==> src/rtl/emu_event_timer.sv <==
// Periodic emulated-time event scheduler: requests dt so emulated time lands on each event; event_out pulses the cycle after the landing edge.
// Config accepted only in IDLE without stop; EMU_EVENT_TIMESTAMP_EN adds the event_time timestamp register.
module emu_event_timer #(
   parameter int width      = 32,
   parameter int time_width = 64,
   parameter int cnt_width  = 16
) (
   input  logic                         emu_clk,
   input  logic                         emu_rst_n,
   input  logic signed [width-1:0]      emu_dt,
   input  logic signed [time_width-1:0] emu_time,
   output logic signed [width-1:0]      dt_req,
   input  logic                         cfg_valid,
   output logic                         cfg_ready,
   input  logic signed [width-1:0]      cfg_period,
   input  logic [cnt_width-1:0]         cfg_count,
   input  logic                         stop,
   output logic                         busy,
   output logic                         event_out,
   output logic [cnt_width-1:0]         events_done,
   output logic signed [time_width-1:0] event_time,
   output logic                         err
);

   localparam logic signed [width-1:0] DT_MAX = {1'b0, {(width-1){1'b1}}};
   localparam logic signed [width-1:0] DT_ONE = width'(1);

   typedef enum logic {S_IDLE, S_ARMED} state_t;

   state_t                  r_state;
   logic signed [width-1:0] r_remaining;
   logic signed [width-1:0] r_period;
   logic [cnt_width-1:0]    r_count;
   logic [cnt_width-1:0]    r_events_done;
   logic                    r_event_out;
   logic                    r_err;

   logic                    w_cfg_acc;
   logic signed [width-1:0] w_period_clamped;
   logic                    w_dt_neg;
   logic                    w_dt_under;
   logic                    w_dt_over;
   logic [cnt_width-1:0]    w_done_next;

   assign w_cfg_acc        = cfg_valid & cfg_ready;
   assign w_period_clamped = (cfg_period[width-1] || (cfg_period == '0)) ? DT_ONE : cfg_period;
   assign w_dt_neg         = emu_dt[width-1];
   assign w_dt_under       = emu_dt < r_remaining;
   assign w_dt_over        = emu_dt > r_remaining;
   assign w_done_next      = r_events_done + 1'b1;

   assign dt_req      = (r_state == S_ARMED) ? r_remaining : DT_MAX;
   assign cfg_ready   = (r_state == S_IDLE) & ~stop;
   assign busy        = (r_state == S_ARMED);
   assign event_out   = r_event_out;
   assign events_done = r_events_done;
   assign err         = r_err;

   always_ff @(posedge emu_clk or negedge emu_rst_n) begin
      if (!emu_rst_n) begin
         r_state       <= S_IDLE;
         r_remaining   <= '0;
         r_period      <= '0;
         r_count       <= '0;
         r_events_done <= '0;
         r_event_out   <= 1'b0;
         r_err         <= 1'b0;
      end else begin
         r_event_out <= 1'b0;
         case (r_state)
            S_IDLE: begin
               if (w_cfg_acc) begin
                  r_remaining   <= w_period_clamped;
                  r_period      <= w_period_clamped;
                  r_count       <= cfg_count;
                  r_events_done <= '0;
                  r_state       <= S_ARMED;
               end
            end
            S_ARMED: begin
               if (w_dt_neg) begin
                  r_err <= 1'b1;
               end else if (w_dt_under) begin
                  r_remaining <= r_remaining - emu_dt;
               end else begin
                  // Overshoot is flagged but still fires; the schedule is not re-aligned.
                  if (w_dt_over)
                     r_err <= 1'b1;
                  r_event_out   <= 1'b1;
                  r_events_done <= w_done_next;
                  r_remaining   <= r_period;
                  if ((r_count != '0) && (w_done_next == r_count))
                     r_state <= S_IDLE;
               end
               if (stop)
                  r_state <= S_IDLE;
            end
            default: r_state <= S_IDLE;
         endcase
      end
   end

`ifdef EMU_EVENT_TIMESTAMP_EN
   logic signed [time_width-1:0] r_event_time;
   logic signed [time_width-1:0] w_dt_ext;

   assign w_dt_ext   = {{(time_width-width){emu_dt[width-1]}}, emu_dt};
   assign event_time = r_event_time;

   always_ff @(posedge emu_clk or negedge emu_rst_n) begin
      if (!emu_rst_n)
         r_event_time <= '0;
      else if ((r_state == S_ARMED) && !w_dt_neg && !w_dt_under)
         r_event_time <= emu_time + w_dt_ext;
   end
`else
   logic w_unused_time;

   assign w_unused_time = ^emu_time;
   assign event_time    = '0;
`endif

endmodule

==> config.mk <==
export PLATFORM = sky130hd
export DESIGN_NAME = emu_event_timer
export DESIGN_NICKNAME = d
export VERILOG_FILES = /design/src/rtl/emu_event_timer.sv
export SDC_FILE = /design/constraint.sdc
export NUM_CORES = 1
export LEC_CHECK = 0
export CORE_ASPECT_RATIO = 0.7
export CORE_MARGIN = 4
export CORE_UTILIZATION = 50
export CTS_CLUSTER_SIZE = 30
export DETAILED_ROUTE_END_ITERATION = 7
export PLACE_DENSITY_LB_ADDON = 0.05
export SLEW_MARGIN = 5
export SYNTH_ARGS = -nofsm -noshare
export SYNTH_HDL_FRONTEND = slang
export SYNTH_SLANG_ARGS = --single-unit
==> constraint.sdc <==
create_clock -name emu_clk -period 4.4 [get_ports emu_clk]
set_clock_uncertainty 0.2 [all_clocks]
set_input_delay 0.66 -clock emu_clk [delete_from_list [all_inputs] [get_ports emu_clk]]
set_output_delay 0.66 -clock emu_clk [all_outputs]
set_load 0.1 [all_outputs]
==> flow_metrics.tcl <==
set metrics [dict create \
    outcome "finished clean" \
    maxSlewHeadroom_pct 30.9 \
    antenna_left 0 \
    grt_max_degree 70 \
    max_freq_ghz 0.262 \
    netSwitchingFraction_pct 48.7 \
    synth_area_mm2 0.00741 \
    post-cts-setup-buffer-count 0 \
    comb_power_share_pct 58.3 \
    row_count 36 \
    cts_root_buf "clkbuf_16" \
    insertion_delay_ns 0.35 \
    ys_types 69 \
    synth_edf_count 0 \
    antenna_found_initial 0 \
    min_period_ns 3.82 \
    io_pins 264 \
    gp_congestion 0.900 \
    cts_buffers 9 \
    cts.repair.resized 0 \
    critical_path_arrival_ns 3.85 \
    async_flop_share_pct 100 \
    grt_usage_pct 24.7 \
    synthTopCellsByCount "149 x nand2_1, 99 x dfrtp_1, 65 x buf_4, 65 x o21ai_0, 57 x a21oi_1" \
    critPathRequiredTime_ns 4.43 \
    p_clk_share_pct 15.7 \
    drt-pass1-iter-count 6 \
    seqPwrFrac_pct 26.0 \
    synth_largest_area_cell "dfrtp_1" \
    slew_viol_final 0 \
    syn_to_final_growth_pct 21.1 \
    maxCapViolCount 0 \
    cts_tree "yes" \
    dp_hpwl_um 15700 \
    port_buffers 135 \
    first_global_vias 6341 \
    worst_slew_pin_slew_ns 1.04 \
    min-delay-path-class "input pin to async pin" \
    ys_ff_latch 99 \
    post-route-period-util_pct 86.7 \
    viasPerCell 5.45 \
    synth_ff_type "dfrtp_1" \
    powerDensity_mw_per_mm2 552 \
    die_area_mm2 0.0169 \
    drt_wl_total_um 21000 \
    rsz0062_at_grt "no" \
    p_leak_uw 0.00414 \
    die_h_um 110 \
    avgSynthCellArea_um2 8.15 \
    die-width_um 154 \
    setup-violations-final 0 \
    num-fill-cells 1314 \
    final_area_mm2 0.00898 \
    drc 0 \
    clockBufferDepth 2 \
    postCtsHoldBufs 0 \
    grt_overflow 0 \
    start_kind "input pin" \
    cts_max_level 3 \
    final.setup.tns_ns 0 \
    p_int_uw 2540 \
    clkSinkCount 99 \
    start_util_pct 52.1 \
    switching_power_uw 2410 \
    crit_type "input pin to register" \
    drtIter0Drc 529 \
    yosysTopAreaCellShare_pct 33.4 \
    synth_cells 910 \
    placed_area_mm2 0.00870 \
    avgRoutedWirePerCell_um 17.1 \
    antenna_cells 0 \
    drive_above_1_share_pct 5.97 \
    coreArea_mm2 0.0142 \
    yosysWarnings 0 \
    finalHoldViolations 0 \
    end_kind "register" \
    nNetsFinal 1215 \
    synthTopCellsByArea "dfrtp_1 33%, nand2_1 7.5%, buf_4 6.6%" \
    via_count 6688 \
    yosysSeqAreaShare_pct 33.4 \
    yosys.cell_count.top_type "nand2_1" \
    peakVddDrop_v 0.000257 \
    critPathMaxFanout 19 \
    grt_first_pass_wirelength_um 33500 \
    clk_pin_slew_worst_paths_ns 0.08 \
]
==> kinds of logic after synthesis <==
| logic type | synth area share, % |
|---|---|
| mux | 2.87 |
| other cells | 0.0506 |
| flops | 33.4 |
| simple gates | 21.4 |
| fa+ha+maj | 5.84 |
| buf+inv | 11.8 |
| compound gates | 18.4 |
| xor+xnor | 6.26 |
==> flip-flops by register name, summed over array words and instances, names as in the netlist <==
name	count
busy	1
err	1
events_done	16
event_out	1
r_period	32
r_remaining	32
r_count	16
==> through the flow <==
stage / std cells / util [%] / setup slack (ns) / hold WS [ns] / power (µW)
after global routing: 1228 / 63.1 / 0.381 / 0.229 / 5280
after CTS: 1228 / 63.1 / 0.597 / 0.202 / 4960
after floorplan: 973 / - / 0.652 / 0.164 / 3620
final: 1228 / 63.1 / 0.585 / 0.159 / 4950
after global placement: 1212 / 61.1 / 0.280 / 0.244 / 4140
after detailed placement: 1212 / 61.1 / 0.227 / 0.254 / 4170
==> layout make-up <==
type,instances,area (µm²),area share (%)
multi-input combinational,721,4300,47.9
sequential,99,2480,27.6
timing repair buffer,154,1500,16.7
tap,190,238,2.65
clock buffer,9,225,2.51
inverter,48,180,2.01
clock inverter,7,60.1,0.669
==> layer usage <==
layer / global-route usage (%) / vias to the layer above / wire, µm
met4: 5.99 / 0 / 263
li1: - / 3278 / -
met5: 0 / - / 0
met2: 35.7 / 270 / 8560
met1: 37.3 / 3122 / 10400
met3: 5.70 / 18 / 1770
==> worst paths after layout <==
path                       slack [ns]  depth (start not counted)            from              to
max in group asynchronous        2.99                          2       emu_rst_n     r_period[2]
min                              0.16                          1       emu_rst_n    r_period[25]
min reg2reg                      0.27                          1             err             err
min in group emu_clk             0.27                          1             err             err
max                              0.58                         12      emu_dt[11]  r_remaining[6]
max reg2reg                      0.94                         14  r_remaining[0]  r_remaining[6]
==> power groups by stage <==
stage	clock network [µW]	registers [µW]	logic, µW
detailed placement	0	1300	2870
global placement	0	1300	2840
floorplan	0	1320	2300
finish	778	1290	2890
global route	827	1320	3140
CTS	795	1280	2880
==> worst max-delay path: stages <==
cell and delay (ns):
clkdlybuf4s50_1 0.45, inv_1 0.04, ha_1 0.36, a21oi_1 0.24, o21ai_0 0.18, a221oi_1 0.33
o21bai_1 0.19, o21ai_2 0.37, nand2_4 0.26, mux2_2 0.35, a221oi_1 0.32, nor2_1 0.07
==> cell usage in the layout, fill, tap and decap left out, types with 10 or more instances in the layout <==
master,instances
buf_4,21
xor2_1,23
xnor2_1,30
nand2b_1,34
nand4_1,15
inv_1,48
o21ai_0,65
nand3_1,19
a31oi_1,13
dfrtp_1,98
nand2_1,148
ha_1,33
clkdlybuf4s50_1,132
a21oi_1,57
nor2_1,52
mux2i_1,10
a21o_1,13
conb_1,64
nor3_1,13
mux2_2,10
nor4_1,13
Power figures use the tool's default switching activity.
